[config.mk]
export PLATFORM = sky130hd
export DESIGN_NAME = gpio_pulse_gen_flat
export DESIGN_NICKNAME = d
export VERILOG_FILES = /design/src/rtl/gpio_pkg.sv /design/src/rtl/gpio_pulse_gen_if.sv /design/src/rtl/gpio_down_counter.sv /design/src/rtl/gpio_pulse_gen.sv /design/src/flat_wrapper.sv
export SDC_FILE = /design/constraint.sdc
export NUM_CORES = 1
export LEC_CHECK = 0
export CAP_MARGIN = 10
export CORE_MARGIN = 5
export CORE_UTILIZATION = 38
export CTS_CLUSTER_SIZE = 16
export DETAILED_ROUTE_END_ITERATION = 6
export DONT_BUFFER_PORTS = 1
export PLACE_DENSITY_LB_ADDON = 0.3
export SKIP_LAST_GASP = 1
export SLEW_MARGIN = 0
export SYNTH_ARGS = -nofsm -noshare
export SYNTH_HDL_FRONTEND = slang
export SYNTH_SLANG_ARGS = --single-unit
[constraint.sdc]
create_clock -name clk -period 2.7 [get_ports clk]
set_input_delay 0.405 -clock clk [delete_from_list [all_inputs] [get_ports clk]]
set_output_delay 0.405 -clock clk [all_outputs]
set_load 0.02 [all_outputs]
[src/rtl/gpio_pkg.sv]
// gpio_pkg: shared types and defaults for the GPIO pulse generator.
// Optional continuous mode is selected with the GPIO_PULSE_CONT_EN macro.
package gpio_pkg;

  // Default width of the high/low width and pulse count fields.
  localparam int CNT_W_DEF = 16;

  // Pulse generator FSM states.
  typedef enum logic [1:0] {
    IDLE = 2'd0,
    HIGH = 2'd1,
    LOW  = 2'd2
  } pulse_state_t;

endpackage

[src/rtl/gpio_pulse_gen_if.sv]
// gpio_pulse_gen_if: register-block <-> pulse generator signal bundle.
//
// Handshake: start and stop are single-cycle strobes with no ready/ack.
// start is accepted only when the generator is idle, stop is absent and
// (without GPIO_PULSE_CONT_EN) pulse_count is non-zero; otherwise it is
// dropped. stop aborts any running train and wins over a same-cycle start.
// busy reports an accepted train, done strobes once on normal completion.
// state is a debug view of the FSM.
interface gpio_pulse_gen_if
  import gpio_pkg::*;
#(
  parameter int CNT_W = CNT_W_DEF
);
  logic             start;
  logic             stop;
  logic [CNT_W-1:0] high_cycles;
  logic [CNT_W-1:0] low_cycles;
  logic [CNT_W-1:0] pulse_count;
  logic             pin_out;
  logic             busy;
  logic             done;
  pulse_state_t     state;

  modport master (
    output start, stop, high_cycles, low_cycles, pulse_count,
    input  pin_out, busy, done, state
  );

  modport slave (
    input  start, stop, high_cycles, low_cycles, pulse_count,
    output pin_out, busy, done, state
  );
endinterface

[src/rtl/gpio_down_counter.sv]
// gpio_down_counter: loadable down-counter; last flags a count of 1.
// Decrement stops at 0 so an unloaded (zero) counter never reports last.
module gpio_down_counter #(
  parameter int W = 16
) (
  input  logic         clk,
  input  logic         rst,
  input  logic         load,
  input  logic [W-1:0] load_val,
  input  logic         en,
  output logic         last
);

  logic [W-1:0] count_q;
  logic [W-1:0] count_d;

  // Next count: load has priority over decrement.
  always_comb begin
    count_d = count_q;
    if (load) begin
      count_d = load_val;
    end else if (en && (count_q != '0)) begin
      count_d = count_q - W'(1);
    end
  end

  // Count register.
  always_ff @(posedge clk or posedge rst) begin
    if (rst) begin
      count_q <= '0;
    end else begin
      count_q <= count_d;
    end
  end

  assign last = (count_q == W'(1));

endmodule

[src/rtl/gpio_pulse_gen.sv]
// gpio_pulse_gen: programmable GPIO pulse-train generator.
// Widths and count are latched at start; pin_out, busy and done are flops.
// Define GPIO_PULSE_CONT_EN to make pulse_count == 0 run until stop.
module gpio_pulse_gen
  import gpio_pkg::*;
#(
  parameter int CNT_W = CNT_W_DEF
) (
  input  logic              clk,
  input  logic              rst,
  gpio_pulse_gen_if.slave   bus
);

  pulse_state_t     state_q, state_d;
  logic             pin_q, pin_d;
  logic             busy_q, busy_d;
  logic             done_q, done_d;
  logic [CNT_W-1:0] high_w_q, high_w_d;
  logic [CNT_W-1:0] low_w_q, low_w_d;

  logic             ph_load, ph_en, ph_last;
  logic [CNT_W-1:0] ph_val;
  logic             pc_load, pc_en, pc_last;
  logic             start_ok;

  // A zero width is run as a single cycle.
  function automatic logic [CNT_W-1:0] nz(input logic [CNT_W-1:0] v);
    return (v == '0) ? CNT_W'(1) : v;
  endfunction

  // Length of the current high or low phase.
  gpio_down_counter #(.W(CNT_W)) u_phase_cnt (
    .clk      (clk),
    .rst      (rst),
    .load     (ph_load),
    .load_val (ph_val),
    .en       (ph_en),
    .last     (ph_last)
  );

  // Pulses remaining; stays at 0 (never last) in continuous mode.
  gpio_down_counter #(.W(CNT_W)) u_pulse_cnt (
    .clk      (clk),
    .rst      (rst),
    .load     (pc_load),
    .load_val (bus.pulse_count),
    .en       (pc_en),
    .last     (pc_last)
  );

  // Which start requests may open a train.
`ifdef GPIO_PULSE_CONT_EN
  assign start_ok = bus.start && !bus.stop;
`else
  assign start_ok = bus.start && !bus.stop && (bus.pulse_count != '0);
`endif

  // Next-state, counter control and next-output decode.
  always_comb begin
    state_d  = state_q;
    high_w_d = high_w_q;
    low_w_d  = low_w_q;
    done_d   = 1'b0;
    ph_load  = 1'b0;
    ph_val   = high_w_q;
    ph_en    = 1'b0;
    pc_load  = 1'b0;
    pc_en    = 1'b0;
    unique case (state_q)
      IDLE: begin
        if (start_ok) begin
          high_w_d = nz(bus.high_cycles);
          low_w_d  = nz(bus.low_cycles);
          ph_load  = 1'b1;
          ph_val   = nz(bus.high_cycles);
          pc_load  = 1'b1;
          state_d  = HIGH;
        end
      end
      HIGH: begin
        if (bus.stop) begin
          state_d = IDLE;
        end else if (ph_last) begin
          pc_en = 1'b1;
          if (pc_last) begin
            state_d = IDLE;
            done_d  = 1'b1;
          end else begin
            ph_load = 1'b1;
            ph_val  = low_w_q;
            state_d = LOW;
          end
        end else begin
          ph_en = 1'b1;
        end
      end
      LOW: begin
        if (bus.stop) begin
          state_d = IDLE;
        end else if (ph_last) begin
          ph_load = 1'b1;
          ph_val  = high_w_q;
          state_d = HIGH;
        end else begin
          ph_en = 1'b1;
        end
      end
      default: begin
        state_d = IDLE;
      end
    endcase
    pin_d  = (state_d == HIGH);
    busy_d = (state_d != IDLE);
  end

  // FSM state, latched widths and registered outputs.
  always_ff @(posedge clk or posedge rst) begin
    if (rst) begin
      state_q  <= IDLE;
      pin_q    <= 1'b0;
      busy_q   <= 1'b0;
      done_q   <= 1'b0;
      high_w_q <= '0;
      low_w_q  <= '0;
    end else begin
      state_q  <= state_d;
      pin_q    <= pin_d;
      busy_q   <= busy_d;
      done_q   <= done_d;
      high_w_q <= high_w_d;
      low_w_q  <= low_w_d;
    end
  end

  assign bus.pin_out = pin_q;
  assign bus.busy    = busy_q;
  assign bus.done    = done_q;
  assign bus.state   = state_q;

endmodule

[src/flat_wrapper.sv]
// flat-port wrapper written by rule: the top's interface ports become plain ports
module gpio_pulse_gen_flat import gpio_pkg::*;
#(
  parameter int CNT_W = CNT_W_DEF
)
  (clk, rst, bus_start, bus_stop, bus_high_cycles, bus_low_cycles, bus_pulse_count, bus_pin_out, bus_busy, bus_done, bus_state);
  gpio_pulse_gen_if #(.CNT_W(CNT_W)) bus_i ();
  input  logic clk;
  input  logic rst;
  input wire logic [$bits(bus_i.start)-1:0] bus_start;
  input wire logic [$bits(bus_i.stop)-1:0] bus_stop;
  input wire logic [$bits(bus_i.high_cycles)-1:0] bus_high_cycles;
  input wire logic [$bits(bus_i.low_cycles)-1:0] bus_low_cycles;
  input wire logic [$bits(bus_i.pulse_count)-1:0] bus_pulse_count;
  output wire logic [$bits(bus_i.pin_out)-1:0] bus_pin_out;
  output wire logic [$bits(bus_i.busy)-1:0] bus_busy;
  output wire logic [$bits(bus_i.done)-1:0] bus_done;
  output wire logic [$bits(bus_i.state)-1:0] bus_state;
  assign bus_i.start = bus_start;
  assign bus_i.stop = bus_stop;
  assign bus_i.high_cycles = bus_high_cycles;
  assign bus_i.low_cycles = bus_low_cycles;
  assign bus_i.pulse_count = bus_pulse_count;
  assign bus_pin_out = bus_i.pin_out;
  assign bus_busy = bus_i.busy;
  assign bus_done = bus_i.done;
  assign bus_state = bus_i.state;
  gpio_pulse_gen #(.CNT_W(CNT_W)) u_core (.clk(clk), .rst(rst), .bus(bus_i));
endmodule
==> results of run 1 <==
-- flip-flops by register name (all words and copies together) (netlist names) --
register,flops
u_core.high_w_q,16
u_core.low_w_q,16
u_core.u_phase_cnt.count_q,16
u_core.u_pulse_cnt.count_q,16
u_core.bus.state,2
u_core.bus.busy,1
u_core.bus.done,1
u_core.bus.pin_out,1
-- stage by stage --
step	hold WS [ps]	worst slack (ps)	total power, W
2_1_floorplan	446	342	0.00293
5_1_grt	60.4	13.0	0.00455
3_5_place_dp	414	-53.2	0.00334
3_3_place_gp	403	120	0.00328
4_1_cts	36.1	6.64	0.00423
6_report	22.7	192	0.00422
-- synth_stat cells, types with 3 or more instances --
cell	count
nand2_1	119
dfrtp_1	69
nor4_1	22
xnor2_1	18
nor2_1	17
o21ai_0	16
clkbuf_1	13
mux2i_1	13
xor2_1	11
a222oi_1	10
ha_1	10
inv_1	10
nor3_1	9
nand3_1	8
a21oi_1	7
nand4_1	6
nor2b_1	6
o21ai_1	6
a221oi_1	4
a22oi_1	4
nor4b_1	4
a41oi_1	3
nor3_2	3
or4_1	3
-- logic make-up (layout without fill, tap and decap cells) --
family,count (synthesis),count (layout),synth area share
buffers and inverters,29,43,0.0336
XOR/XNOR,29,29,0.0655
AND/OR/NAND/NOR,216,216,0.277
adder cells (fa/ha/maj),10,10,0.0323
AO/OA/AOI/OAI,58,58,0.106
multiplexers,15,15,0.0394
flip-flops,69,69,0.446
-- layer usage --
layer	share of wire	track usage	vias to the layer above	routed length [um]
li1	-	-	1531	-
met1	0.45	0.222	1565	4520
met2	0.48	0.254	100	4770
met3	0.065	0.0502	6	651
met4	0.0085	0.0534	0	85
met5	0	0	-	0
-- area by class of cell --
type / count / area (sq um) / share of cell area
clock buffer: 13 / 159 / 0.0368
clock inverter: 3 / 43.8 / 0.0102
timing repair buffer: 17 / 140 / 0.0325
inverter: 10 / 37.5 / 0.00870
sequential: 69 / 1730 / 0.400
tap: 133 / 166 / 0.0386
multi-input combinational: 328 / 2040 / 0.473
-- worst min-delay path by stage --
stage / cells after the start / endpoint / start
2_1_floorplan: 2 / u_core.high_w_q[12] / u_core.high_w_q[12]
5_1_grt: 1 / u_core.u_pulse_cnt.count_q[12] / rst
3_5_place_dp: 1 / u_core.u_pulse_cnt.count_q[8] / rst
4_1_cts: 1 / u_core.u_pulse_cnt.count_q[9] / rst
6_report: 1 / u_core.u_pulse_cnt.count_q[12] / rst
3_3_place_gp: 1 / u_core.u_pulse_cnt.count_q[8] / rst
-- power by group through the flow --
stage / Sequential [W] / Clock (W) / Combinational (W)
detailed placement: 0.00190 / 0 / 0.00144
finish: 0.00190 / 0.000866 / 0.00145
global route: 0.00197 / 0.000944 / 0.00164
floorplan: 0.00181 / 0 / 0.00111
global placement: 0.00188 / 0 / 0.00140
CTS: 0.00189 / 0.000890 / 0.00145
-- timing repair --
| action | CTS | global route |
|---|---|---|
| gates resized for setup | 1 | 2 |
| endpoints found under the setup margin | 2 | 22 |
| pin swaps | 0 | 2 |
| buffers inserted | 0 | 2 |
==> qor.txt, run 1 <==
Fin. Hold Viols = 0
Max Cap Viol = 0
main flop type after synthesis = dfrtp_1
fin crit share = 0.929
Hold Path Class = in2async
nets = 497
CP endpoint kind = flip-flop
CORE AREA = 9860 sq um
# fillers = 950
Die W = 111 um
Placed Area = 4060 sq um
global-route wire length before repair = 16.4 mm
Port-buffer cells = 0
crit path time final = 2510 ps
drt via density = 5.59
final cell count without fillers = 573
CP Buf/Inv Count = 2
f_max = 399 MHz
VDD IR-drop max = 271 uV
worst endpoint required time = 2900 ps
clock sink count = 69
count of different cell masters after synthesis = 52
crit start category = flip-flop
R2R Path Start = u_core.u_phase_cnt.count_q[1]
average wire per standard cell = 17.5 um
Switching Share = 0.383
P_leak = 1.86 nW
Slew HR = 0.535
cell row count = 36
crit path from = u_core.u_phase_cnt.count_q[1]
Comb power frac = 0.344
CTS Buffer Depth = 2
Worst Path Max Fanout = 13
TritonCTS buffer count = 9
Setup TNS = 0 ps
Synthesis Warnings = 0
via count = 3,202
DRT antenna net count = 0
final core occ = 0.437
Area contributors post-synth = dfrtp_1, nand2_1, xnor2_1, nor4_1, mux2i_1
WP depth = 9
synthesized area per cell = 9.10 sq um
Int Power = 0.00260 W
Slew Limit Fails = 0
I/O Pins = 57
hold buffers post-CTS = 0
most common cell after layout, fill and taps aside = nand2_1
Die ar. = 12,300 sq um
placed cells = 555
capture point of the worst reg-to-reg path = u_core.u_pulse_cnt.count_q[6]
run status = complete, no violations
sequential power share = 0.451
Crit Path Category = reg2reg
Initial Util = 0.393
Syn Nets = 488
unrepaired setup endpoints after global routing = false
layout cells sized above 1 = 0.114
hpwl dp = 7.26 mm
Area Overhead vs Synth = 11.3%
die height = 111 um
total global routing overflow = 0
commonest cells after routing, fill and taps aside = nand2_1, dfrtp_1, nor4_1
Initial DRC Count = 306
setup slack, reg-to-reg = 190 ps
total wire length = 10.0 mm
RD Place Congestion = 0.860
Power per Cell Area = 979 nW/um^2
vias in the first global route = 3,130
cells after synthesis = 426
Post-Layout Inst Area = 4310 sq um
CP delay by family, top = simple AND/OR/NAND/NOR gates
CP max stage cell = or3b_2
largest net degree at the start of global routing = 36
biggest area consumer among synthesized cells = dfrtp_1
n_diodes = 0
Synth top area share = 0.446
Crit path largest cell delay = 490 ps
First-pass DRT Iterations = 7
CTS H-tree lvls = 3
post-synthesis instance area = 3870 sq um
All-Layer GR Usage = 0.165
Net Sw Power = 0.00162 W
antenna violations before repair = 0
Clock Power Share = 0.205
Worst-Margin Slew = 690 ps
Clk Latency, worst-skew pair = 340 ps
sequential element share of the synthesized area = 0.446
Post-synth EDFFs = 0
DR DRC count = 0
CP cell instances = inv_1 -> ha_1 -> or3b_2 -> nor4_4 -> buf_4 -> nand3_4 -> nor4_2 -> xnor2_1 -> o21ai_1
CTS root buf = clkbuf_8
FFs w/ async S/R, synth = 1.00
#FFs+latches synth = 69
# setup viols final = 0
critical path endpoint = u_core.u_pulse_cnt.count_q[6]
clk_skew = 7.10 ps
Clock transition at path regs = 70 ps
CTS tree = built
Worst R2R Path Depth = 9
WP data arrival = 2710 ps
(Power assumes the default switching activity.)
==> inputs of run 2 (changes only) <==
==> constraint.sdc (replaced) <==
create_clock -name clk -period 3 [get_ports clk]
set_input_delay 0.45 -clock clk [delete_from_list [all_inputs] [get_ports clk]]
set_output_delay 0.45 -clock clk [all_outputs]
set_load 0.02 [all_outputs]
==> qor.txt, run 2 (same netlist as run 1, synthesis figures left out) <==
run status = complete, no violations
final cell count without fillers = 565 (-1.4%)
hold_sp = bus_high_cycles[3]
vias in the first global route = 3,055 (-2.4%)
worst endpoint required time = 3230 ps (+330 ps)
Die ar. = 12,300 sq um (unchanged)
CTS root buf = clkbuf_8
placed cells = 549 (-1.1%)
Post-Layout Inst Area = 4250 sq um (-1.5%)
most common cell after layout, fill and taps aside = nand2_1
First-pass DRT Iterations = 5 (-2)
Clock Power Share = 0.230 (+0.025)
WP data arrival = 2860 ps (+150 ps)
global-route wire length before repair = 15.9 mm (-2.6%)
TritonCTS buffer count = 9 (unchanged)
drt via density = 5.48 (-1.8%)
Setup TNS = 0 ps (unchanged)
# setup viols final = 0 (unchanged)
pre-CTS WS = 370 ps (+424 ps)
final hold slack = 196 ps (+174 ps)
Placed Area = 4020 sq um (-1.1%)
post-CTS setup buffers = 0 (unchanged)
Initial Util = 0.393 (unchanged)
hpwl dp = 6.92 mm (-4.8%)
VDD IR-drop max = 246 uV (-9.2%)
CTS H-tree lvls = 3 (unchanged)
Net Sw Power = 0.00144 W (-11%)
Hold Path Class = in2reg
Crit Path Category = reg2reg
antenna violations before repair = 0 (unchanged)
CTS tree = built
# fillers = 961 (+1.2%)
layout cells sized above 1 = 0.0972 (-0.0164)
largest net degree at the start of global routing = 70 (+94%)
Hold EP = u_core.high_w_q[3]
crit path from = u_core.u_phase_cnt.count_q[1]
Worst Path Max Fanout = 13 (unchanged)
Post-CTS Resized = 0 (-1)
Slew HR = 0.407 (-0.128)
Slew Limit Fails = 0 (unchanged)
Max Cap Viol = 0 (unchanged)
CORE AREA = 9860 sq um (unchanged)
Worst R2R Path Depth = 8 (-1)
Clock transition at path regs = 80 ps (about the same)
R2R Path Start = u_core.u_phase_cnt.count_q[1]
Port-buffer cells = 0 (unchanged)
Power per Cell Area = 906 nW/um^2 (-7.5%)
total wire length = 9.54 mm (-4.9%)
DRT antenna net count = 0 (unchanged)
Fin. Hold Viols = 0 (unchanged)
setup slack, reg-to-reg = 360 ps (+170 ps)
crit start category = flip-flop
post-route setup slack = 365 ps (+172 ps)
commonest cells after routing, fill and taps aside = nand2_1, dfrtp_1, nor4_1
Clk Latency, worst-skew pair = 350 ps (about the same)
Switching Share = 0.375 (-0.00853)
Die W = 111 um (unchanged)
sequential power share = 0.451 (about the same)
Worst-Margin Slew = 889 ps (+199 ps)
unrepaired setup endpoints after global routing = false
Comb power frac = 0.320 (-0.024)
crit path time final = 2640 ps (+128 ps)
average wire per standard cell = 16.9 um (-3.5%)
CP endpoint kind = flip-flop
nets = 489 (-1.6%)
RD Place Congestion = 0.839 (-2.5%)
via count = 3,099 (-3.2%)
Area Overhead vs Synth = 9.69%
hold buffers post-CTS = 0 (unchanged)
CTS Buffer Depth = 2 (unchanged)
n_diodes = 0 (unchanged)
cell row count = 36 (unchanged)
hold depth = 2
capture point of the worst reg-to-reg path = u_core.u_pulse_cnt.count_q[6]
die height = 111 um (unchanged)
All-Layer GR Usage = 0.158 (-0.00707)
DR DRC count = 0 (unchanged)
I/O Pins = 57 (unchanged)
fin crit share = 0.878 (-0.0502)
total global routing overflow = 0 (unchanged)
Initial DRC Count = 257 (-16%)
P_leak = 1.83 nW (-1.7%)
clk_skew = 9.63 ps (+2.53 ps)
Int Power = 0.00241 W (-7.5%)
clock sink count = 69 (unchanged)
f_max = 379 MHz (-4.9%)
-- run 2: cell count changes in the layout (fill, tap and decap cells not counted), sizes merged --
cell / change
inv: +1
clkinv: -1
bufinv: +1
clkinvlp: +1
buf: -8
clkbuf: -2
-- run 2: stage by stage --
step | util | power [W]
after global placement | 0.407 | 0.00293
after CTS | 0.431 | 0.00387
after floorplan | - | 0.00263
after detailed placement | 0.407 | 0.00298
final | 0.431 | 0.00385
after global routing | 0.431 | 0.00414
-- run 2: layer usage --
metal  global-route usage  share of wire  vias up
met3               0.0366          0.045       12
met1                0.220           0.48     1500
met5                    0              0        -
met2                0.242           0.46       65
met4               0.0525          0.018        0
li1                     -              -     1522
-- run 2: power groups by stage --
stage               Sequential [W]  Combinational, W  Clock (W)
CTS                        0.00173           0.00124   0.000901
floorplan                  0.00163           0.00100          0
global placement           0.00172           0.00121          0
global route               0.00180           0.00140   0.000944
detailed placement         0.00175           0.00123          0
finish                     0.00173           0.00123   0.000884
-- run 2: how the worst max path moves through the flow --
stage | end | cells past startpoint
floorplan | u_core.u_phase_cnt.count_q[2] | 9
global placement | u_core.u_pulse_cnt.count_q[13] | 8
detailed placement | u_core.u_pulse_cnt.count_q[6] | 8
CTS | u_core.u_pulse_cnt.count_q[13] | 8
global route | u_core.u_pulse_cnt.count_q[6] | 8
finish | u_core.u_pulse_cnt.count_q[6] | 8
-- run 2: worst max-delay path, stage by stage (launching register included) --
cell	delay (ps)
dfrtp_1	390
inv_1	100
ha_1	180
or3b_2	480
nor4_4	390
nand3_2	360
nor4_1	380
xnor2_1	160
o21ai_1	70
-- run 2: layout make-up --
cell class              count  area (sq um)  share of cell area
inverters                  10          37.5             0.00883
flip-flops and latches     69          1730               0.406
repair buffers              9          67.6              0.0159
multi-input cells         328          2020               0.475
clock buffers              11           151              0.0356
well taps                 133           166              0.0392
clock inverters             5          81.3              0.0191
==> inputs of run 3 (changes only) <==
--- a/config.mk
+++ b/config.mk
@@ -5,12 +5,12 @@
 export SDC_FILE = /design/constraint.sdc
 export NUM_CORES = 1
 export LEC_CHECK = 0
+export BUFFER_PORTS_ARGS = -buffer_cell sky130_fd_sc_hd__buf_2
 export CAP_MARGIN = 10
 export CORE_MARGIN = 5
 export CORE_UTILIZATION = 38
 export CTS_CLUSTER_SIZE = 16
 export DETAILED_ROUTE_END_ITERATION = 6
-export DONT_BUFFER_PORTS = 1
 export PLACE_DENSITY_LB_ADDON = 0.3
 export SKIP_LAST_GASP = 1
 export SLEW_MARGIN = 0
==> qor.txt, run 3 (same netlist as run 1, synthesis figures left out) <==
Initial DRC Count = 256 (-0.39%)
layout cells sized above 1 = 0.196 (+0.0987)
CORE AREA = 9860 sq um (unchanged)
worst endpoint required time = 3200 ps (-30 ps)
I/O Pins = 57 (unchanged)
Die ar. = 12,300 sq um (unchanged)
Worst-Margin Slew = 903 ps (+14.0 ps)
CP endpoint kind = flip-flop
average wire per standard cell = 16.1 um (-4.8%)
total power = 0.00379 W (-1.6%)
CTS H-tree lvls = 3 (unchanged)
Seq. cell area = 1730 sq um (unchanged)
TritonCTS buffer count = 9 (unchanged)
P_leak = 2.04 nW (+11%)
Setup TNS = 0 ps (unchanged)
Area Overhead vs Synth = 15.7%
crit path time final = 2700 ps (+68.7 ps)
First-pass DRT Iterations = 5 (unchanged)
Clock transition at path regs = 70 ps (about the same)
unrepaired setup endpoints after global routing = false
run status = complete, no violations
DR DRC count = 0 (unchanged)
largest net degree at the start of global routing = 73 (+4.3%)
n_diodes = 0 (unchanged)
Power per Cell Area = 845 nW/um^2 (-6.7%)
Clk Latency, worst-skew pair = 350 ps (about the same)
drt via density = 5.37 (-2.1%)
Slew HR = 0.398 (-0.00934)
crit start category = flip-flop
# fillers = 983 (+2.3%)
clk_skew = 5.97 ps (-3.65 ps)
total global routing overflow = 0 (unchanged)
cell row count = 36 (unchanged)
most common cell after layout, fill and taps aside = nand2_1
Post-CTS Resized = 0 (unchanged)
total wire length = 9.93 mm (+4.1%)
pre-CTS WS = 304 ps (-65.9 ps)
Hold Path Class = in2reg
hold buffers post-CTS = 0 (unchanged)
hold depth = 3 (+1)
final core occ = 0.455 (+0.0237)
Port-buffer cells = 56 (+56)
WP data arrival = 2910 ps (+50 ps)
Slew Limit Fails = 0 (unchanged)
Die W = 111 um (unchanged)
Worst R2R Path Depth = 8 (unchanged)
Crit Path Category = reg2reg
VDD IR-drop max = 261 uV (+6.2%)
antenna violations before repair = 0 (unchanged)
die height = 111 um (unchanged)
nets = 545 (+11%)
via count = 3,320 (+7.1%)
CTS Buffer Depth = 2 (unchanged)
commonest cells after routing, fill and taps aside = nand2_1, dfrtp_1, buf_2
global-route wire length before repair = 17.2 mm (+8.3%)
vias in the first global route = 3,428 (+12%)
final hold slack = 301 ps (+105 ps)
post-CTS setup buffers = 0 (unchanged)
All-Layer GR Usage = 0.172 (+0.0145)
hpwl dp = 7.16 mm (+3.5%)
Initial Util = 0.393 (unchanged)
area of the multi-input gates = 2020 sq um (unchanged)
CTS root buf = clkbuf_8
RD Place Congestion = 0.833 (-0.67%)
post-route setup slack = 296 ps (-68.7 ps)
Fin. Hold Viols = 0 (unchanged)
Max Cap Viol = 0 (unchanged)
clock sink count = 69 (unchanged)
Worst Path Max Fanout = 13 (unchanged)
f_max = 370 MHz (-2.5%)
DRT antenna net count = 0 (unchanged)
# setup viols final = 0 (unchanged)
fin crit share = 0.901 (+0.0229)
CTS tree = built
-- run 3: routing by layer --
layer  GRT usage  up-vias  part of all wire
li1            -     1626                 -
met1       0.246     1598              0.49
met2       0.262       84              0.46
met3      0.0311       12             0.039
met4      0.0616        0             0.015
met5           0        -                 0
-- run 3: area by class of cell --
type	count	share of cell area
multi-input combinational	328	0.450
sequential	69	0.385
timing repair buffer	65	0.0776
tap	133	0.0371
clock buffer	11	0.0338
inverter	10	0.00837
clock inverter	2	0.00781
-- run 3: per-stage QoR --
step	std cells	area [sq um]
2_1_floorplan	426	3870
3_3_place_gp	605	4300
3_5_place_dp	605	4300
4_1_cts	618	4480
5_1_grt	618	4480
6_report	618	4480
-- run 3: power breakdown --
part	switching [W]	internal, W
Combinational	0.000731	0.000600
Clock	0.000333	0.000414
Sequential	0.000383	0.00133
Total	0.00145	0.00234
-- run 3: path summary, 6_finish.rpt --
check,from,slack [ps],end
setup / recovery,u_core.u_phase_cnt.count_q[1],300,u_core.u_pulse_cnt.count_q[6]
min in group asynchronous,rst,360,u_core.u_pulse_cnt.count_q[9]
setup reg to reg,u_core.u_phase_cnt.count_q[1],300,u_core.u_pulse_cnt.count_q[6]
max in group asynchronous,rst,2050,u_core.u_phase_cnt.count_q[1]
hold reg to reg,u_core.high_w_q[12],480,u_core.high_w_q[12]
hold / removal,bus_low_cycles[6],300,u_core.low_w_q[6]
-- run 3: worst max-delay path, stage by stage (launching register included) --
cell and delay (ps):
dfrtp_1 390, inv_1 100, ha_1 200, or3b_2 480, nor4_4 380, nand3_2 360
nor4_1 400, xnor2_1 160, o21ai_1 80
